$ cat config.mk
export PLATFORM = sky130hd
export DESIGN_NAME = drive_phase_sequencer
export DESIGN_NICKNAME = d
export VERILOG_FILES = /design/src/rtl/drive_phase_sequencer.sv
export SDC_FILE = /design/constraint.sdc
export NUM_CORES = 1
export LEC_CHECK = 0
export CAP_MARGIN = 20
export CORE_AREA = 2 2 162 164
export DETAILED_ROUTE_END_ITERATION = 16
export DIE_AREA = 0 0 164 166
export GPL_ROUTABILITY_DRIVEN = 0
export GPL_TIMING_DRIVEN = 1
export MAX_ROUTING_LAYER = met4
export PLACE_DENSITY = 0.85
export SETUP_SLACK_MARGIN = 0.05
export SLEW_MARGIN = 20
export SYNTH_ARGS = -nofsm -noshare
export SYNTH_HDL_FRONTEND = slang
export SYNTH_SLANG_ARGS = --single-unit
$ cat constraint.sdc
create_clock -name clk -period 3.94 [get_ports clk]
set_input_delay 0.788 -clock clk [delete_from_list [all_inputs] [get_ports clk]]
set_output_delay 0.788 -clock clk [all_outputs]
set_load 0.05 [all_outputs]
$ cat src/rtl/drive_phase_sequencer.sv
// drive_phase_sequencer: per-phase field store plus PWM phase driver.
// Holds DRIVE/SENSE/DELAY/TWEAKi fields for the P (high) and N (low) phases,
// tracks time since the last PWM edge with a saturating one-hot step counter,
// and forces both drivers off for DEAD_CYCLES cycles after every PWM edge.
// Build option: define TWEAK_GATE_EN to zero each tweak lane whose selected
// phase SENSE bit does not match the applied phase.
// Field map (B = 0 for P, PF for N): B+0 DRIVE, B+1 SENSE, B+2 DELAY, B+3+i TWEAKi.
module drive_phase_sequencer #(
  parameter int WIDTH       = 8,
  parameter int NTWEAK      = 8,
  parameter int NSTEPS      = 8,
  parameter int DEAD_CYCLES = 2,
  parameter int ADDR_W      = 5
) (
  input  logic                     clk,
  input  logic                     rst,
  input  logic                     pwm,
  input  logic [ADDR_W-1:0]        field_addr,
  input  logic [WIDTH-1:0]         field_wdata,
  input  logic                     field_we,
  output logic [WIDTH-1:0]         field_rdata,
  output logic [NSTEPS-1:0]        step_sel,
  output logic                     phase,
  output logic                     dead,
  output logic [WIDTH-1:0]         p_drive,
  output logic [WIDTH-1:0]         n_drive,
  output logic [WIDTH-1:0]         tweak_delay,
  output logic [WIDTH-1:0]         tweak_sense,
  output logic [NTWEAK*WIDTH-1:0]  tweak_drive
);

  localparam int PF    = 3 + NTWEAK;
  localparam int DEPTH = 2 * PF;
  localparam int DCW   = (DEAD_CYCLES > 0) ? $clog2(DEAD_CYCLES + 1) : 1;
  localparam logic [ADDR_W:0] DEPTH_A = (ADDR_W + 1)'(DEPTH);

  logic [WIDTH-1:0]        field_q [DEPTH];
  logic                    pwm_prev_q;
  logic [NSTEPS-1:0]       step_q, step_d;
  logic [DCW-1:0]          dead_cnt_q, dead_cnt_d;
  logic [WIDTH-1:0]        rdata_q, rdata_d;
  logic                    phase_q, dead_q;
  logic [WIDTH-1:0]        p_drive_q, p_drive_d;
  logic [WIDTH-1:0]        n_drive_q, n_drive_d;
  logic [WIDTH-1:0]        delay_q, delay_d;
  logic [WIDTH-1:0]        sense_q, sense_d;
  logic [NTWEAK*WIDTH-1:0] tdrive_q, tdrive_d;

  logic addr_ok;
  logic pwm_edge;
  logic dead_active;

  assign addr_ok     = ({1'b0, field_addr} < DEPTH_A);
  assign pwm_edge    = (pwm != pwm_prev_q);
  assign dead_active = (dead_cnt_q != '0);

  // Field store: writes to unmapped addresses are dropped.
  always_ff @(posedge clk) begin
    if (rst) begin
      for (int i = 0; i < DEPTH; i++) field_q[i] <= '0;
    end else if (field_we && addr_ok) begin
      field_q[field_addr] <= field_wdata;
    end
  end

  // Step counter restarts on a PWM edge and saturates at its top bit.
  always_comb begin
    step_d = step_q;
    if (pwm_edge)                step_d = NSTEPS'(1);
    else if (!step_q[NSTEPS-1])  step_d = step_q << 1;
  end

  // Dead-time down-counter, reloaded by every edge (including one mid-dead-time).
  always_comb begin
    dead_cnt_d = dead_cnt_q;
    if (pwm_edge)          dead_cnt_d = DCW'(DEAD_CYCLES);
    else if (dead_active)  dead_cnt_d = dead_cnt_q - DCW'(1);
  end

  // Read port and driver outputs, computed from the pre-edge phase and counter.
  always_comb begin
    rdata_d   = addr_ok ? field_q[field_addr] : '0;
    delay_d   = pwm_prev_q ? field_q[2] : field_q[PF+2];
    sense_d   = pwm_prev_q ? field_q[1] : field_q[PF+1];
    p_drive_d = '1;
    n_drive_d = '0;
    tdrive_d  = '0;
    if (!dead_active) begin
      if (pwm_prev_q) p_drive_d = field_q[0];
      else            n_drive_d = field_q[PF];
      for (int i = 0; i < NTWEAK; i++) begin
        tdrive_d[i*WIDTH +: WIDTH] = pwm_prev_q ? field_q[3+i] : field_q[PF+3+i];
`ifdef TWEAK_GATE_EN
        if (sense_d[i] != pwm_prev_q) tdrive_d[i*WIDTH +: WIDTH] = '0;
`endif
      end
    end
  end

  // Sequencing and output registers.
  always_ff @(posedge clk) begin
    if (rst) begin
      pwm_prev_q <= 1'b0;
      step_q     <= {1'b1, {(NSTEPS-1){1'b0}}};
      dead_cnt_q <= '0;
      rdata_q    <= '0;
      phase_q    <= 1'b0;
      dead_q     <= 1'b0;
      p_drive_q  <= '1;
      n_drive_q  <= '0;
      delay_q    <= '0;
      sense_q    <= '0;
      tdrive_q   <= '0;
    end else begin
      pwm_prev_q <= pwm;
      step_q     <= step_d;
      dead_cnt_q <= dead_cnt_d;
      rdata_q    <= rdata_d;
      phase_q    <= pwm_prev_q;
      dead_q     <= dead_active;
      p_drive_q  <= p_drive_d;
      n_drive_q  <= n_drive_d;
      delay_q    <= delay_d;
      sense_q    <= sense_d;
      tdrive_q   <= tdrive_d;
    end
  end

  assign field_rdata = rdata_q;
  assign step_sel    = step_q;
  assign phase       = phase_q;
  assign dead        = dead_q;
  assign p_drive     = p_drive_q;
  assign n_drive     = n_drive_q;
  assign tweak_delay = delay_q;
  assign tweak_sense = sense_q;
  assign tweak_drive = tdrive_q;

endmodule

# == Word-level counts from Yosys, hierarchy flattened ==
# Memories as Yosys holds them, arrays and structs flattened. A register that Yosys moved wholly into a read port is not among the register bits.
# Cells that the tools add are included.
# totals
output_inout_bits,114
word_cells,49
memories,1
reg_bits,93
in_bits,17
ram_bits,176
# classes
muxes,22
n_eq_ne,2
magnitude_cmp,1
n_bitwise,2
n_addsub,1
n_reduce_logical,9
# mem_list
name,words,width,read_ports,rd_clocked_by_memory_dff,write_ports,line_no,text
field_q,22,8,23,3,22,37,logic [WIDTH-1:0] field_q [DEPTH];
# op_table
cell,count
$mux 8,13
$reduce_or 8->1,1
$mux 1,6
$reduce_or 2->1,3
$reduce_or 3->1,2
$lt 5x5->1 const B,1
$mux 5,1
$mux 2,2
$reduce_bool 2->1,2
$ne 2x1->1 const B,1
$not 1->1,2
$sub 2x1->2 const B,1
$logic_and 1x1->1,1
$ne 1x1->1,1

# == Logic depth before layout (Yosys ltp) ==
# Gate-level depths: netlist (run 1).
# depth
depth_word,7
depth_mapped,7

# == Worst setup path before layout (run 1) ==
# No wires, ideal clock.
# synth_path
path_kind,input port to flip-flop
start,input port field_addr[2]
end,"memory field_q[2][0], enable pin"
slack_ns,1.354
setup_time_ns,0.384
stages,4
t_required_ns,3.556
t_arrival_ns,2.202
n_path_buf,2
cell_sequence,buf_2 buf_2 or3_4 o21ai_0
# synth_rtl
element,line_no,text
"start, declared",18,"input logic [ADDR_W-1:0] field_addr,"
"end, declared",37,

# == Final worst setup path (run 1) ==
# layout_path
start,"register step_q[7], in the netlist step_sel[7]"
end,output port step_sel[7]
# layout_rtl
element,line_no,text
"start, declared",39,"logic [NSTEPS-1:0] step_q, step_d;"
"start signal, assigned",104,"step_q <= {1'b1, {(NSTEPS-1){1'b0}}};"
"start signal, assigned",116,step_q <= step_d;
"end, declared",22,"output logic [NSTEPS-1:0] step_sel,"
# No word-level cell between the ends.

==> results of run 1 <==
-- stage by stage --
stage / utilization, % / setup WS [ps] / hold WS [ps] / power, mW / cells
floorplan: - / 1354 / 424.7 / 5.197 / 1126
global placement: 65.69 / 687.6 / 448.0 / 5.564 / 1539
detailed placement: 65.67 / 590.7 / 471.4 / 5.583 / 1539
CTS: 70.46 / 1111 / 484.8 / 8.989 / 1606
global route: 70.46 / 1100 / 500.1 / 9.230 / 1606
finish: 70.46 / 1159 / 479.4 / 8.999 / 1606
-- path summary, 6_finish.rpt --
kind,from,endpoint,slack (ps),cells past startpoint
worst max-delay path,step_sel[7]$_SDFF_PP1_,step_sel[7],1160,1
worst min-delay path,field_q[11][3]$_SDFFCE_PN0P_,n_drive[3]$_SDFF_PP0_,480,1
worst max register to register,pwm_prev_q$_SDFF_PP0_,tweak_drive[31]$_SDFF_PP0_,1720,4
worst min register to register,field_q[11][3]$_SDFFCE_PN0P_,n_drive[3]$_SDFF_PP0_,480,1
-- state kept, by name, summed over array words and instances (netlist names) --
register     cells
p_drive          8
dead_cnt_q       2
field_q        252
tweak_sense      8
phase            1
pwm_prev_q       1
n_drive          8
dead             1
field_rdata      8
tweak_delay      8
tweak_drive     64
step_sel         8
-- power groups by stage --
stage               logic [mW]  clock network [mW]  registers (mW)
global route              1.05                3.64            4.53
finish                    1.02                3.47            4.51
global placement         0.984                   0            4.58
floorplan                0.377                   0            4.82
CTS                       1.00                3.48            4.51
detailed placement       0.994                   0            4.59
-- kinds of logic after synthesis --
group,share of synthesized area (%)
flops,66.15
simple gates,14.06
compound gates,7.351
mux,9.923
buf+inv,2.431
xor+xnor,0.05848
other cells,0.02503
-- placed cells by master, fill, tap and decap left out, types with 20 or more instances in the layout --
cell / synthesis / layout
edfxtp_1: 252 / 252
and2_1: 185 / 184
mux2i_1: 144 / 144
clkdlybuf4s50_1: 0 / 128
dfxtp_1: 117 / 117
conb_1: 1 / 76
a22o_1: 64 / 64
o22ai_1: 61 / 61
clkbuf_16: 0 / 42
nor2_1: 30 / 30
buf_4: 3 / 20
-- area by class of cell --
type | instances | area (µm²) | share of cell area [%]
Timing Repair Buffer | 152 | 1488 | 8.242
Clock inverter | 8 | 43.79 | 0.2426
Multi-Input combinational cell | 681 | 4997 | 27.69
Inverter | 2 | 7.507 | 0.04159
Sequential cell | 369 | 9910 | 54.90
Clock buffer | 59 | 1185 | 6.565
Tap cell | 335 | 419.2 | 2.322
-- routing by layer --
layer,share of wire [%],vias up,global-route usage [%]
li1,-,4214,-
met1,37,4620,37.31
met2,47,619,44.10
met3,11,113,7.043
met4,4.4,0,11.25
met5,0,-,-
==> flow_metrics.tcl, run 1 <==
set metrics [dict create \
    placed_area_mm2 0.01682 \
    drc_errors 0 \
    ctsHoldBuffers 0 \
    drv_slew 0 \
    wirelength_um 37600 \
    nFillCells 1578 \
    worst_path_largest_cell_delay_ps 900 \
    tightest_slew_ps 981.3 \
    antenna_found_initial 0 \
    num-nets-final 1260 \
    yosysTopAreaCell "edfxtp_1" \
    power_density_mw_per_mm2 498.6 \
    synth_top_area_share_pct 50.52 \
    required_ps 3150 \
    worstSetupEndpointType "output port" \
    die_area_mm2 0.02722 \
    status "completed" \
    synth_flop_cell "edfxtp_1" \
    timing.fmax_ghz 0.3595 \
    initial_utilization_pct 58.48 \
    crit_type "reg2out" \
    ys_async_sr_fraction_pct 0 \
    vias_per_cell 5.956 \
    grt_max_degree 73 \
    crit_slowest_cell "clkdlybuf4s50_1" \
    fin_skew_ps 20.95 \
    critPathTopFamily "buffers and inverters" \
    die_w_um 164 \
    power.share.clock_pct 38.6 \
    ctsRootBufferMaster "clkbuf_16" \
    clock-sinks 369 \
    track_usage_pct 28.81 \
    grt_pass1_wl_um 56280 \
    start_kind "register" \
    rows 59 \
    arrival_ps 1990 \
    p_seq_share_pct 50.1 \
    post-route-period-util_pct 70.60 \
    clockBufferDepth 3 \
    num_antenna_cells 0 \
    port_buffers 130 \
    fp.dieH_um 166 \
    crit_path_max_fanout 9 \
    coreArea_mm2 0.02562 \
    fin_tns_setup_ps 0 \
    design_area_mm2 0.01805 \
    hold_class "reg2reg" \
    numCtsBuffers 37 \
    synth_seq_area_share_pct 66.15 \
    clk_pin_slew_ps 60 \
    swShare_pct 24.63 \
    p_switching_mw 2.216 \
    num_vias 9566 \
    clock_latency_ps 530 \
    irDropWorstVdd_uv 337.0 \
    yosysWarnings 0 \
    layout-drive-gt1-share_pct 9.127 \
    cts_tree "yes" \
    rsz0062_at_grt "no" \
    setup_viol 0 \
    first_iter_violations 1317 \
    h-tree-depth 2 \
    synthTopCellsByArea "edfxtp_1 51%, dfxtp_1 16%, mux2i_1 9.6%" \
    synth_cell_types 50 \
    intPower_mw 6.783 \
    post_cts_buffers 0 \
    hold_violations 0 \
    ios 131 \
    area_delta_synth_final_pct 20.50 \
    antenna_left 0 \
    fin_crit_ps 2781 \
    wire_per_inst_um 23.41 \
    worstPathCellList "clkdlybuf4s50_1" \
    ys_ff_latch 369 \
    yosysMostFrequentCell "edfxtp_1" \
    grt_pass1_vias 9409 \
    hpwl_um 25230 \
    power.leakage_nw 6.888 \
    synth_edf_count 252 \
    synth_cells 1051 \
    grt_overflow 0 \
    synth_common_cells "252 x edfxtp_1, 185 x and2_1, 144 x mux2i_1" \
    drtPass1Iterations 6 \
    synth_area_per_cell_um2 14.25 \
    max-slew-margin-rel_pct 34.58 \
    cts_resized 0 \
    combPwrFrac_pct 11.3 \
    crit_buf_inv 1 \
    synth_area_mm2 0.01498 \
    cap_violations 0 \
]
Note: power is estimated with default switching activity, not from simulation.
==> run 2, diff against run 1 <==
--- a/config.mk
+++ b/config.mk
@@ -6,13 +6,13 @@
 export NUM_CORES = 1
 export LEC_CHECK = 0
 export CAP_MARGIN = 20
-export CORE_AREA = 2 2 162 164
+export CORE_AREA = 2 2 173 175
 export DETAILED_ROUTE_END_ITERATION = 16
-export DIE_AREA = 0 0 164 166
+export DIE_AREA = 0 0 175 177
 export GPL_ROUTABILITY_DRIVEN = 0
 export GPL_TIMING_DRIVEN = 1
 export MAX_ROUTING_LAYER = met4
-export PLACE_DENSITY = 0.85
+export PLACE_DENSITY = 0.79
 export SETUP_SLACK_MARGIN = 0.05
 export SLEW_MARGIN = 20
 export SYNTH_ARGS = -nofsm -noshare
==> constraint.sdc (replaced) <==
create_clock -name clk -period 2.5 [get_ports clk]
set_input_delay 0.5 -clock clk [delete_from_list [all_inputs] [get_ports clk]]
set_output_delay 0.5 -clock clk [all_outputs]
set_load 0.05 [all_outputs]
==> flow_metrics.tcl, run 2 (synthesis results as in run 1) <==
set metrics [dict create \
    total_power_mw 14.24 \
    clk_pin_slew_ps 60 \
    post-route-period-util_pct 92.80 \
    fp.dieH_um 177 \
    h-tree-depth 2 \
    antenna_found_initial 1 \
    cap_violations 0 \
    die_w_um 175 \
    grt_overflow 0 \
    layout_commonest_cell "edfxtp_1" \
    hold_violations 0 \
    wirelength_um 39070 \
    fin_hold_ws_ps 468.6 \
    coreArea_mm2 0.02924 \
    hpwl_um 27230 \
    grt_pass1_wl_um 58150 \
    num-nets-final 1316 \
    start_kind "register" \
    design_area_mm2 0.01871 \
    arrival_ps 1820 \
    cts_tree "yes" \
    clockBufferDepth 3 \
    power.leakage_nw 7.226 \
    largest_reg_flops 252 \
    drtPass1Iterations 5 \
    initial_utilization_pct 51.22 \
    fin_util_pct 63.97 \
    ios 131 \
    track_usage_pct 26.13 \
    crit_path_max_fanout 9 \
    hold_class "reg2reg" \
    status "completed" \
    worst_path_largest_cell_delay_ps 820 \
    placed_area_mm2 0.01749 \
    nFillCells 2096 \
    grt_max_degree 73 \
    largest_register "field_q" \
    drv_slew 0 \
    clock_latency_ps 530 \
    setup_viol 0 \
    numCtsBuffers 37 \
    fin_skew_ps 21.60 \
    drc_errors 0 \
    worstPathCellList "buf_4 > clkdlybuf4s50_1" \
    post_cts_buffers 0 \
    crit_buf_inv 2 \
    final_cell_mix "252 x edfxtp_1, 184 x and2_1, 144 x mux2i_1, 129 x clkdlybuf4s50_1, 117 x dfxtp_1" \
    area_delta_synth_final_pct 24.88 \
    ctsRootBufferMaster "clkbuf_16" \
    max-slew-margin-rel_pct 60.75 \
    required_ps 2000 \
    critPathTopFamily "buffers and inverters" \
    rows 63 \
    fin_crit_ps 2320 \
    grt_pass1_vias 9701 \
    power_density_mw_per_mm2 761.0 \
    irDropWorstVdd_uv 495.9 \
    wire_per_inst_um 22.72 \
    crit_slowest_cell "clkdlybuf4s50_1" \
    ctsHoldBuffers 0 \
    antenna_left 0 \
    rsz0062_at_grt "no" \
    crit_type "reg2out" \
    tightest_slew_ps 585.7 \
    port_buffers 130 \
    first_iter_violations 1050 \
    timing.fmax_ghz 0.4310 \
    num_vias 9644 \
    vias_per_cell 5.607 \
    die_area_mm2 0.03098 \
    worstSetupEndpointType "output port" \
    clock-sinks 369 \
    layout-drive-gt1-share_pct 12.95 \
    cts_resized 0 \
]
==> run 2: cell count changes in the layout (fill, tap and decap cells not counted), sizes merged <==
cell,delta
buf,+55
clkbuf,-1
diode,+2
clkdlybuf4s50,+1
inv,+2
==> run 2: final timing paths <==
path / start / to / slack (ps) / depth (start not counted)
min: field_q[0][1]$_SDFFCE_PN0P_ / p_drive[1]$_SDFF_PP1_ / 470 / 1
max: step_sel[7]$_SDFF_PP1_ / step_sel[7] / 180 / 2
min reg2reg: field_q[0][1]$_SDFFCE_PN0P_ / p_drive[1]$_SDFF_PP1_ / 470 / 1
max reg2reg: pwm_prev_q$_SDFF_PP0_ / tweak_drive[47]$_SDFF_PP0_ / 930 / 4
==> run 2: stage by stage <==
step / setup slack (ps) / instances / setup TNS (ps)
6_report: 179.9 / 1720 / 0
3_3_place_gp: -85.07 / 1650 / -122.5
5_1_grt: 132.5 / 1719 / 0
3_5_place_dp: -141.3 / 1650 / -2150
2_1_floorplan: 201.9 / 1126 / 0
4_1_cts: 163.9 / 1718 / 0
==> run 2: report_power, final <==
group | internal, mW | leakage (nW) | switching [mW] | total (mW)
sequential | 6.92 | 3.38 | 0.190 | 7.11
combinational | 0.582 | 3.25 | 1.12 | 1.70
clock | 3.18 | 0.599 | 2.25 | 5.43
==> run 2: layer usage <==
layer / up-vias / global-route usage (%) / routed length, µm
met5: - / - / 0
met4: 0 / 12.15 / 1895
met3: 128 / 5.777 / 3733
met2: 523 / 41.68 / 18550
met1: 4651 / 31.97 / 14900
li1: 4342 / - / -
==> run 2: layout make-up <==
type                       count  area, µm²  area share [%]
clock inverter                10      60.06          0.3210
timing repair buffer         208       2088           11.16
multi-input combinational    681       4997           26.71
tap                          390      488.0           2.609
inverter                       2      7.507         0.04013
antenna                        2      5.005         0.02675
sequential                   369       9910           52.97
clock buffer                  58       1151           6.153
==> run 2: worst reg2reg max path, stage by stage (launching register included) <==
cell     delay, ps
dfxtp_1        480
nor2b_1        190
and2_2         340
buf_12         240
a22o_1         250
